<file path="config.mk">
export PLATFORM = sky130hd
export DESIGN_NAME = atm_keypad_entry
export DESIGN_NICKNAME = d
export VERILOG_FILES = /design/src/rtl/atm_pkg.sv /design/src/rtl/atm_keypad_entry_dec_accum.sv /design/src/rtl/atm_keypad_entry.sv
export SDC_FILE = /design/constraint.sdc
export NUM_CORES = 1
export LEC_CHECK = 0
export BUFFER_PORTS_ARGS = -buffer_cell sky130_fd_sc_hd__buf_2
export CAP_MARGIN = 25
export CORE_MARGIN = 1
export CORE_UTILIZATION = 55
export CTS_BUF_LIST = sky130_fd_sc_hd__clkbuf_16
export DETAILED_ROUTE_END_ITERATION = 6
export PLACE_DENSITY = 0.87
export RECOVER_POWER = 50
export SLEW_MARGIN = 10
export SYNTH_ARGS = -nofsm -noshare
export SYNTH_HDL_FRONTEND = slang
export SYNTH_HIERARCHICAL = 1
export SYNTH_SLANG_ARGS = --single-unit
</file>
<file path="constraint.sdc">
create_clock -name clk -period 3.9 [get_ports clk]
set_clock_uncertainty 0.2 [all_clocks]
set_input_delay 1.17 -clock clk [delete_from_list [all_inputs] [get_ports clk]]
set_output_delay 1.17 -clock clk [all_outputs]
set_load 0.01 [all_outputs]
</file>
<file path="src/rtl/atm_pkg.sv">
// Shared definitions for the ATM keypad front-end.
// Provides the core's menu/state encoding, keypad command codes, per-field
// numeric limits and the keypad FSM state type.
package atm_pkg;

  // Core menu/state encoding driven on menuOption
  localparam logic [2:0] WAITING               = 3'd0;
  localparam logic [2:0] GET_PIN               = 3'd1;
  localparam logic [2:0] MENU                  = 3'd2;
  localparam logic [2:0] BALANCE               = 3'd3;
  localparam logic [2:0] WITHDRAW              = 3'd4;
  localparam logic [2:0] WITHDRAW_SHOW_BALANCE = 3'd5;
  localparam logic [2:0] TRANSACTION           = 3'd6;
  localparam logic [2:0] DONE                  = 3'd7;

  // Keypad command codes (0-9 are digits, D-F are ignored)
  localparam logic [3:0] KEY_ENTER  = 4'hA;
  localparam logic [3:0] KEY_CLEAR  = 4'hB;
  localparam logic [3:0] KEY_CANCEL = 4'hC;

  // Field limits: largest accepted value and number of digits
  localparam int ACC_MAX     = 4095;
  localparam int PIN_MAX     = 15;
  localparam int AMT_MAX     = 2047;
  localparam int MENU_MAX    = 9;
  localparam int ACC_DIGITS  = 4;
  localparam int PIN_DIGITS  = 2;
  localparam int AMT_DIGITS  = 4;
  localparam int MENU_DIGITS = 1;

  typedef enum logic [2:0] {
    S_ACC  = 3'd0,
    S_PIN  = 3'd1,
    S_MENU = 3'd2,
    S_DEST = 3'd3,
    S_AMT  = 3'd4
  } state_e;

  // Menu digits the core understands
  function automatic logic is_menu_code(input logic [3:0] d);
    return (d >= 4'd3) && (d <= 4'd6);
  endfunction

endpackage

</file>
<file path="src/rtl/atm_keypad_entry_dec_accum.sv">
// dec_accum: decimal entry accumulator for one operand field.
// Ports:
//   clk, rst  - clock and synchronous active-high reset
//   load      - append digit (ignored when reject is high)
//   clear     - zero the value and the digit count (wins over load)
//   digit     - decimal digit 0-9
//   value     - accumulated binary value
//   empty     - no digit entered yet
//   reject    - the current digit would overflow the field; independent of
//               load so the caller can use it without a combinational loop
module dec_accum #(
  parameter int MAX        = 4095,
  parameter int MAX_DIGITS = 4,
  parameter int WIDTH      = 12
) (
  input  logic             clk,
  input  logic             rst,
  input  logic             load,
  input  logic             clear,
  input  logic [3:0]       digit,
  output logic [WIDTH-1:0] value,
  output logic             empty,
  output logic             reject
);

  localparam int CNT_W = $clog2(MAX_DIGITS + 1);

  logic [WIDTH-1:0] val_q, val_d;
  logic [CNT_W-1:0] cnt_q, cnt_d;
  logic [13:0]      buf_next;

  // 14 bits is enough: the count limit stops any field before its product
  // could wrap, and a full field is rejected regardless of buf_next.
  always_comb begin
    buf_next = 14'(val_q) * 14'd10 + 14'(digit);
    reject   = (cnt_q == CNT_W'(MAX_DIGITS)) || (buf_next > 14'(MAX));
    val_d    = val_q;
    cnt_d    = cnt_q;
    if (clear) begin
      val_d = '0;
      cnt_d = '0;
    end else if (load && !reject) begin
      val_d = buf_next[WIDTH-1:0];
      cnt_d = cnt_q + CNT_W'(1);
    end
  end

  always_ff @(posedge clk) begin
    if (rst) begin
      val_q <= '0;
      cnt_q <= '0;
    end else begin
      val_q <= val_d;
      cnt_q <= cnt_d;
    end
  end

  assign value = val_q;
  assign empty = (cnt_q == '0);

endmodule

</file>
<file path="src/rtl/atm_keypad_entry.sv">
// atm_keypad_entry: keypad front-end for the ATM core.
// Collects decimal keys per field, latches the core operand bus and issues
// one cmd_strobe per completed transaction; generates exit on CANCEL or idle
// timeout.
// Ports:
//   clk, rst             - clock, synchronous active-high reset
//   key_valid, key_code  - one-cycle key event (0-9, A=ENTER, B=CLEAR, C=CANCEL)
//   accNumber, pin       - latched login operands
//   menuOption, amount, destinationAccNumber - latched transaction operands
//   cmd_strobe, exit, entry_error, timeout   - one-cycle status pulses
//   state_dbg            - current FSM state
module atm_keypad_entry
  import atm_pkg::*;
#(
  parameter int TIMEOUT_CYCLES = 1000000
) (
  input  logic        clk,
  input  logic        rst,
  input  logic        key_valid,
  input  logic [3:0]  key_code,
  output logic [11:0] accNumber,
  output logic [3:0]  pin,
  output logic [2:0]  menuOption,
  output logic [10:0] amount,
  output logic [11:0] destinationAccNumber,
  output logic        cmd_strobe,
  output logic        exit,
  output logic        entry_error,
  output logic        timeout,
  output logic [2:0]  state_dbg
);

  localparam int TMR_W = $clog2(TIMEOUT_CYCLES + 1);

  state_e      state_q, state_d;
  logic [11:0] acc_number_q, acc_number_d;
  logic [3:0]  pin_q, pin_d;
  logic [2:0]  menu_option_q, menu_option_d;
  logic [10:0] amount_q, amount_d;
  logic [11:0] dest_q, dest_d;
  logic        cmd_strobe_q, cmd_strobe_d;
  logic        exit_q, exit_d;
  logic        entry_error_q, entry_error_d;
  logic        timeout_q, timeout_d;
  logic [TMR_W-1:0] timer_q, timer_d;

  logic ld_acc, ld_pin, ld_menu, ld_dest, ld_amt;
  logic clr_acc, clr_pin, clr_menu, clr_dest, clr_amt;
  logic [11:0] acc_val, dest_val;
  logic [3:0]  pin_val, menu_val;
  logic [10:0] amt_val;
  logic acc_empty, pin_empty, menu_empty, dest_empty, amt_empty;
  logic rej_acc, rej_pin, rej_menu, rej_dest, rej_amt;
  logic is_digit, is_enter, is_clear, is_cancel;
  logic idle_hold, timeout_hit, do_cancel, cur_empty;

  dec_accum #(.MAX(ACC_MAX), .MAX_DIGITS(ACC_DIGITS), .WIDTH(12)) u_acc (
    .clk(clk), .rst(rst), .load(ld_acc), .clear(clr_acc), .digit(key_code),
    .value(acc_val), .empty(acc_empty), .reject(rej_acc));
  dec_accum #(.MAX(PIN_MAX), .MAX_DIGITS(PIN_DIGITS), .WIDTH(4)) u_pin (
    .clk(clk), .rst(rst), .load(ld_pin), .clear(clr_pin), .digit(key_code),
    .value(pin_val), .empty(pin_empty), .reject(rej_pin));
  dec_accum #(.MAX(MENU_MAX), .MAX_DIGITS(MENU_DIGITS), .WIDTH(4)) u_menu (
    .clk(clk), .rst(rst), .load(ld_menu), .clear(clr_menu), .digit(key_code),
    .value(menu_val), .empty(menu_empty), .reject(rej_menu));
  dec_accum #(.MAX(ACC_MAX), .MAX_DIGITS(ACC_DIGITS), .WIDTH(12)) u_dest (
    .clk(clk), .rst(rst), .load(ld_dest), .clear(clr_dest), .digit(key_code),
    .value(dest_val), .empty(dest_empty), .reject(rej_dest));
  dec_accum #(.MAX(AMT_MAX), .MAX_DIGITS(AMT_DIGITS), .WIDTH(11)) u_amt (
    .clk(clk), .rst(rst), .load(ld_amt), .clear(clr_amt), .digit(key_code),
    .value(amt_val), .empty(amt_empty), .reject(rej_amt));

  // Key decode and inactivity timer. The timer reads 1 in the cycle after a
  // key, so the terminal value TIMEOUT_CYCLES-1 falls TIMEOUT_CYCLES-1 cycles
  // after the key and exit lands TIMEOUT_CYCLES cycles after it. An empty
  // login screen is not a session, so the timer is parked there.
  always_comb begin
    is_digit    = key_valid && (key_code <= 4'd9);
    is_enter    = key_valid && (key_code == KEY_ENTER);
    is_clear    = key_valid && (key_code == KEY_CLEAR);
    is_cancel   = key_valid && (key_code == KEY_CANCEL);
    idle_hold   = (state_q == S_ACC) && acc_empty;
    timeout_hit = !key_valid && !idle_hold &&
                  (timer_q == TMR_W'(TIMEOUT_CYCLES - 1));
    do_cancel   = is_cancel || timeout_hit;
    if (key_valid)                   timer_d = TMR_W'(1);
    else if (idle_hold || timeout_hit) timer_d = '0;
    else                             timer_d = timer_q + TMR_W'(1);
    case (state_q)
      S_ACC:   cur_empty = acc_empty;
      S_PIN:   cur_empty = pin_empty;
      S_MENU:  cur_empty = menu_empty;
      S_DEST:  cur_empty = dest_empty;
      S_AMT:   cur_empty = amt_empty;
      default: cur_empty = 1'b1;
    endcase
  end

  // Next-state, operand latching and field buffer control
  always_comb begin
    state_d       = state_q;
    acc_number_d  = acc_number_q;
    pin_d         = pin_q;
    menu_option_d = menu_option_q;
    amount_d      = amount_q;
    dest_d        = dest_q;
    cmd_strobe_d  = 1'b0;
    exit_d        = 1'b0;
    entry_error_d = 1'b0;
    timeout_d     = 1'b0;
    {ld_acc, ld_pin, ld_menu, ld_dest, ld_amt}      = '0;
    {clr_acc, clr_pin, clr_menu, clr_dest, clr_amt} = '0;

    if (do_cancel) begin
      {clr_acc, clr_pin, clr_menu, clr_dest, clr_amt} = '1;
      acc_number_d  = '0;
      pin_d         = '0;
      menu_option_d = WAITING;
      amount_d      = '0;
      dest_d        = '0;
      exit_d        = 1'b1;
      timeout_d     = timeout_hit;
      state_d       = S_ACC;
    end else if (is_digit) begin
      case (state_q)
        S_ACC:  begin ld_acc  = 1'b1; entry_error_d = rej_acc;  end
        S_PIN:  begin ld_pin  = 1'b1; entry_error_d = rej_pin;  end
        S_DEST: begin ld_dest = 1'b1; entry_error_d = rej_dest; end
        S_AMT:  begin ld_amt  = 1'b1; entry_error_d = rej_amt;  end
        S_MENU: begin
          if (is_menu_code(key_code)) begin
            ld_menu       = 1'b1;
            entry_error_d = rej_menu;
          end else begin
            entry_error_d = 1'b1;
          end
        end
        default: entry_error_d = 1'b1;
      endcase
    end else if (is_clear) begin
      case (state_q)
        S_ACC:   clr_acc  = 1'b1;
        S_PIN:   clr_pin  = 1'b1;
        S_MENU:  clr_menu = 1'b1;
        S_DEST:  clr_dest = 1'b1;
        S_AMT:   clr_amt  = 1'b1;
        default: ;
      endcase
    end else if (is_enter) begin
      if (cur_empty) begin
        entry_error_d = 1'b1;
      end else begin
        case (state_q)
          S_ACC: state_d = S_PIN;
          S_PIN: begin
            acc_number_d = acc_val;
            pin_d        = pin_val;
            state_d      = S_MENU;
          end
          S_MENU: begin
            case (menu_val)
              4'd3: begin
                // Balance needs no operands; amount and dest keep last values
                menu_option_d = BALANCE;
                cmd_strobe_d  = 1'b1;
                {clr_menu, clr_dest, clr_amt} = '1;
              end
              4'd4, 4'd5: state_d = S_AMT;
              4'd6:       state_d = S_DEST;
              default:    entry_error_d = 1'b1;
            endcase
          end
          S_DEST: state_d = S_AMT;
          S_AMT: begin
            // dest buffer is still clear for withdrawals, so dest reads 0
            menu_option_d = menu_val[2:0];
            amount_d      = amt_val;
            dest_d        = dest_val;
            cmd_strobe_d  = 1'b1;
            {clr_menu, clr_dest, clr_amt} = '1;
            state_d       = S_MENU;
          end
          default: state_d = S_ACC;
        endcase
      end
    end
  end

  always_ff @(posedge clk) begin
    if (rst) begin
      state_q       <= S_ACC;
      acc_number_q  <= '0;
      pin_q         <= '0;
      menu_option_q <= WAITING;
      amount_q      <= '0;
      dest_q        <= '0;
      cmd_strobe_q  <= 1'b0;
      exit_q        <= 1'b0;
      entry_error_q <= 1'b0;
      timeout_q     <= 1'b0;
      timer_q       <= '0;
    end else begin
      state_q       <= state_d;
      acc_number_q  <= acc_number_d;
      pin_q         <= pin_d;
      menu_option_q <= menu_option_d;
      amount_q      <= amount_d;
      dest_q        <= dest_d;
      cmd_strobe_q  <= cmd_strobe_d;
      exit_q        <= exit_d;
      entry_error_q <= entry_error_d;
      timeout_q     <= timeout_d;
      timer_q       <= timer_d;
    end
  end

  assign accNumber            = acc_number_q;
  assign pin                  = pin_q;
  assign menuOption           = menu_option_q;
  assign amount               = amount_q;
  assign destinationAccNumber = dest_q;
  assign cmd_strobe           = cmd_strobe_q;
  assign exit                 = exit_q;
  assign entry_error          = entry_error_q;
  assign timeout              = timeout_q;
  assign state_dbg            = state_q;

endmodule

</file>
# After elaboration in Yosys (flattened, before gate mapping)
# Index checks and enable logic that the tools add are counted.
# W data, S select, Z words.
# op_classes
add_sub_neg,11
n_mul,5
magnitude_cmp,8
n_eq_ne,18
n_mux,52
n_bitwise,5
reduce_logical,49
# op_table
op,n
$mux W1,45
$add A14 B4 Y14,3
$gt A14 B12 Y1 const B,2
$gt A14 B4 Y1 const B,2
$mul A12 B3 Y13 const B,2
$add A20 B1 Y20 const B,1
$eq A20 B20 Y1 const B,1
$add A8 B4 Y9,2
$reduce_or A2 Y1,9
$reduce_and A5 Y1,3
$gt A14 B11 Y1 const B,1
$mul A4 B3 Y7 const B,2
$logic_and A1 B1 Y1,13
$mul A11 B3 Y13 const B,1
$eq A3 B3 Y1 const B,4
$eq A4 B3 Y1 const B,3
$eq A4 B4 Y1 const B,3
$logic_not A3 Y1,4
$pmux W3 S2,2
$pmux W3 S4,1
$pmux W1 S5,2
$add A3 B1 Y3 const B,3
$reduce_or A4 Y1,2
$logic_not A1 Y1,7
19 further kinds,30
# totals
register_bits,124

# Longest topological paths before layout
# logic_depth
depth_word,9
depth_mapped,15
depth_no_buf,15

# Modules after synthesis
# The synthesis kept the hierarchy.
# modules_own_cells
module,n_inst,cells_each,area_per_inst_um2,seq_area_each_um2
atm_keypad_entry,1,382,3100.5,1381.3
dec_accum at u_acc,1,184,1595.3,300.3
dec_accum at u_dest,1,176,1527.7,300.3
dec_accum at u_amt,1,158,1446.4,280.3
dec_accum at u_pin,1,56,505.5,120.1
dec_accum at u_menu,1,50,464.2,100.1

# Worst setup path after synthesis
# Ideal clock, no wire load.
# synth_path
path_kind,input -> register
from,input port key_code[1]
to,register entry_error_q (netlist: entry_error)
setup_time_ns,0.116
t_arrival_ns,3.449
required_ns,3.584
setup_slack_ns,0.135
stages,13
cell_sequence,ha_1 fa_1 a21oi_1 nor2_1 and4_1 nand4b_1 a21oi_1 o21ai_0 nor2b_1 o22a_1 o2bb2ai_1 a21o_1 a21oi_1
# synth_lines
element,line,text
start: declaration,atm_keypad_entry.sv:20,"input logic [3:0] key_code,"
$add A14 B4 Y14,atm_keypad_entry_dec_accum.sv:35,buf_next = 14'(val_q) * 14'd10 + 14'(digit);
$gt A14 B12 Y1,atm_keypad_entry_dec_accum.sv:36,reject = (cnt_q == CNT_W'(MAX_DIGITS)) || (buf_next > 14'(MAX));
$logic_or A1 B1 Y1,atm_keypad_entry_dec_accum.sv:36,
named net rej_acc,atm_keypad_entry.sv:53,"logic rej_acc, rej_pin, rej_menu, rej_dest, rej_amt;"
$pmux W1 S5,atm_keypad_entry.sv:125,case (state_q)
$mux W1,atm_keypad_entry.sv:124,end else if (is_digit) begin
end signal: assignment,atm_keypad_entry.sv:211,entry_error_q <= entry_error_d;
end: declaration,atm_keypad_entry.sv:43,"logic entry_error_q, entry_error_d;"
# The timed path passes the listed nets, and every way through them passes these cells.
# A chain may end at the register's enable or synchronous reset.

# Final worst setup path
# layout_path
from,register u_acc.val_q[1] (netlist: u_acc/value[1])
to,register entry_error_q (netlist: entry_error)
# layout_between
elab_chain_len,6
# layout_rtl
element,line,text
start: declaration,atm_keypad_entry_dec_accum.sv:28,"logic [WIDTH-1:0] val_q, val_d;"
start signal: assignment,atm_keypad_entry_dec_accum.sv:53,val_q <= val_d;
$mul A12 B3 Y13,atm_keypad_entry_dec_accum.sv:35,
$add A14 B4 Y14,atm_keypad_entry_dec_accum.sv:35,
$gt A14 B12 Y1,atm_keypad_entry_dec_accum.sv:36,
$logic_or A1 B1 Y1,atm_keypad_entry_dec_accum.sv:36,
named net rej_acc,atm_keypad_entry.sv:53,
$pmux W1 S5,atm_keypad_entry.sv:125,
$mux W1,atm_keypad_entry.sv:124,
# The timed path passes the listed nets, and every way through them passes these cells.

==> impl_results.md <==
- Status: completed
- Antenna Violating Nets Remaining: 0
- Initial antenna violation count: 0
- ANT cells: 0
- Commonest non-fill, non-tap cell in the layout: dfxtp_1
- DP HPWL: 15,430 um
- CTS tree: done
- Via count: 7,899
- GR Overflow Total: 0
- DR vias/cell: 6.048
- Post-synth EDFFs: 0
- Hold Worst Slack: 0.2649 ns
- Fin util: 64.90%
- DRC Markers: 0
- Worst hold stages: 2
- R2r setup slk: 0.03 ns
- CTS buffer count: 17
- Drt total wl: 22,140 um
- Area growth from synthesis to layout: 14.61%
- Most frequent cells in the layout: dfxtp_1, ha_1, nand2_1, nor2_1, a21oi_1
- Area of the core: 15,260 um2
- P_leak: 4.037 nW
- Hold path startpoint: u_pin/cnt_q[0]$_SDFFE_PP0P_
- IO buf count: 55
- Period utilisation layout: 99.30%
- MaxCap Viol Count: 0
- Peak Freq: 258.2 MHz
- Slew margin rel.: 15.58%
- Fin cells: 1,306
- GP Congestion: 0.8933
- Post-synthesis mux area share: 3.606%
- Endpoints failing setup: 0
- Worst r2r src: u_acc/value[1]$_SDFFE_PP0P_
- Synthesized area: 8640 um2
- Asr flop ratio synth: 0%
- DP Cell Count: 1,271
- Maximum root-to-sink buffer count: 2
- Post-synthesis cell count: 1,006
- Largest net degree at the start of global routing: 43
- I/O pin cnt: 56
- Filler instances: 1,188
- Synth unique cells: 84
- Peak VDD IR: 0.0002833 V
- Die area: 16,210 um2
- WL/cell: 16.95 um
- Slew @ Worst Pin: 1.258 ns
- Synth Area per Inst: 8.588 um2
- Clk sink count: 124
- Post-route minimum period: 3.873 ns
- Drt initial violations: 570
- CTS root buffer: clkbuf_16
- FF-to-FF path depth: 17
- Gr usage total: 27.68%
- Largest family of logic cells by synthesized area: simple AND/OR/NAND/NOR gates
- Critical Path AT: 3.97 ns
- FF+latch area: 2484 um2
- Setup CP Type: reg2reg
- Final hold vios: 0
- Row count: 45
- Yosys warning total: 6
- Adder-cell share of the synthesized area: 15.06%
- Share of cells above drive strength 1: 13.24%
- Synthesis-stage register bit count: 124
- Later-pin clock latency in the skew report: 0.43 ns
- Worst path required time: 4.00 ns
- Seq/Total Area, Yosys: 28.73%
- Initial Utilization: 56.62%
- XOR/XNOR share of the synthesized area: 7.343%
- Min-Delay Path Class: reg2reg
- Die Span Y: 127.3 um
- Primary FF master, synth: dfxtp_1
- Power Density: 319.0 nW/um2
- Hold worst-path end: u_pin/cnt_q[0]$_SDFFE_PP0P_
- First-pass GRT wire length: 36,010 um
- DRT Pass-1 Iters: 5
- Die width: 127.3 um
- H-Tree Depth: 4
- Maximum fanout along the worst path: 4
- Startpoint Class: flip-flop
- Multi-input gate area: 5854 um2
- Max-slew violations: 0
- Mapped Nets: 1,111
- Simple-gate share of the synthesized area: 22.45%
- Nets: 1,187
- CP Capture Type: flip-flop
- Vias in the first global route: 7,700
- Clock-pin slew on the worst setup and hold paths: 0.06 ns
- Crit Reg-Reg Endpoint: entry_error$_SDFF_PP0_
- Compound-gate portion of the synthesized area: 18.61%
==> where the power goes <==
part	switching (W)	internal, W	leakage [nW]
sequential	0.0000107	0.00128	1.00
combinational	0.000171	0.000114	2.75
clock	0.000635	0.000949	0.286
==> stage by stage <==
step | setup TNS [ns] | setup slack [ns] | instance area [um2] | power, W
6_report | 0 | 0.02719 | 9902 | 0.003158
2_1_floorplan | 0 | 0.1351 | 8640 | 0.001505
4_1_cts | 0 | 0.01798 | 9896 | 0.003159
3_5_place_dp | -0.08360 | -0.07910 | 9304 | 0.001582
3_3_place_gp | -0.04333 | -0.04333 | 9304 | 0.001572
5_1_grt | -0.1070 | -0.1070 | 9902 | 0.003258
==> cells by family (layout without fill, tap and decap cells) <==
logic type,count (synthesis),after routing
compound gates,247,247
simple gates,361,361
fa+ha+maj,98,98
xor+xnor,69,69
flops,124,124
mux,31,31
buf+inv,76,165
==> layout make-up <==
| cell class | count | area share [%] |
|---|---|---|
| clock buffer | 17 | 4.296 |
| clock inverter | 15 | 1.681 |
| timing repair buffer | 99 | 5.863 |
| sequential | 124 | 25.08 |
| tap | 211 | 2.666 |
| multi-input combinational | 806 | 59.12 |
| inverter | 34 | 1.289 |
==> sequential cells by signal (all words and copies together) (netlist names) <==
signal / count
timer_q: 20
amount: 11
cmd_strobe: 1
menuOption: 3
u_acc/value: 12
u_menu/value: 4
pin: 4
accNumber: 12
u_amt/value: 11
timeout: 1
state_dbg: 3
entry_error: 1
u_amt/cnt_q: 3
u_menu/cnt_q: 1
exit: 1
u_acc/cnt_q: 3
u_dest/value: 12
destinationAccNumber: 12
u_pin/value: 4
u_pin/cnt_q: 2
u_dest/cnt_q: 3
==> repair_timing <==
item,4_1_cts,5_1_grt
gates resized for setup,0,13
setup buffers,0,3
hold buffers,0,0
endpoints found under the setup margin,0,19
==> critical path, cell delays in order (launching register included) <==
cell	delay, ns
dfxtp_1	0.31
ha_1	0.30
ha_2	0.22
fa_1	0.41
a21o_1	0.26
buf_4	0.16
a211oi_1	0.24
mux2i_1	0.17
a21boi_2	0.28
nand4b_1	0.19
a21oi_2	0.15
buf_4	0.14
o21ai_0	0.09
nor2b_1	0.14
o22a_1	0.17
o2bb2ai_1	0.13
a21o_1	0.12
a21oi_1	0.05
==> cell usage after synthesis (all sizes together) (5+ instances only) <==
cell | number | area, um2
dfxtp | 124 | 2482
ha | 88 | 1101
nand2 | 84 | 317.8
nor2 | 82 | 307.8
o21ai | 81 | 424.2
a21oi | 79 | 395.4
nand3 | 74 | 370.4
xnor2 | 44 | 407.9
inv | 34 | 127.6
mux2i | 30 | 300.3
xor2 | 25 | 226.5
clkbuf | 23 | 86.33
buf | 19 | 148.9
a21o | 15 | 113.9
nor3 | 15 | 90.09
or3 | 14 | 92.59
a211oi | 13 | 130.1
o211ai | 13 | 135.1
nor2b | 12 | 75.07
nand4 | 11 | 81.32
nor4 | 11 | 132.6
fa | 10 | 200.2
or2 | 10 | 62.56
and3 | 9 | 76.32
and2 | 8 | 51.30
nand2b | 8 | 50.05
o21a | 5 | 37.54
==> worst max-delay path by stage <==
stage                                           start                endpoint  slack (ns)  depth (start not counted)
final                     u_acc/value[1]$_SDFFE_PP0P_  entry_error$_SDFF_PP0_        0.03                         17
after global routing      u_acc/value[1]$_SDFFE_PP0P_  entry_error$_SDFF_PP0_       -0.11                         17
after CTS                 u_acc/value[1]$_SDFFE_PP0P_  entry_error$_SDFF_PP0_        0.02                         16
after detailed placement                  key_code[1]  entry_error$_SDFF_PP0_       -0.08                         15
after global placement                    key_code[1]  entry_error$_SDFF_PP0_       -0.04                         15
after floorplan                           key_code[1]  entry_error$_SDFF_PP0_        0.14                         13
==> routing by layer <==
layer	GRT usage, %	part of all wire, %	up-vias
met5	0	0	-
met4	14.36	3.7	0
met3	4.774	5.8	65
met2	46.26	48	299
met1	34.24	43	3753
li1	-	-	3782
Power figures use the tool's default switching activity.
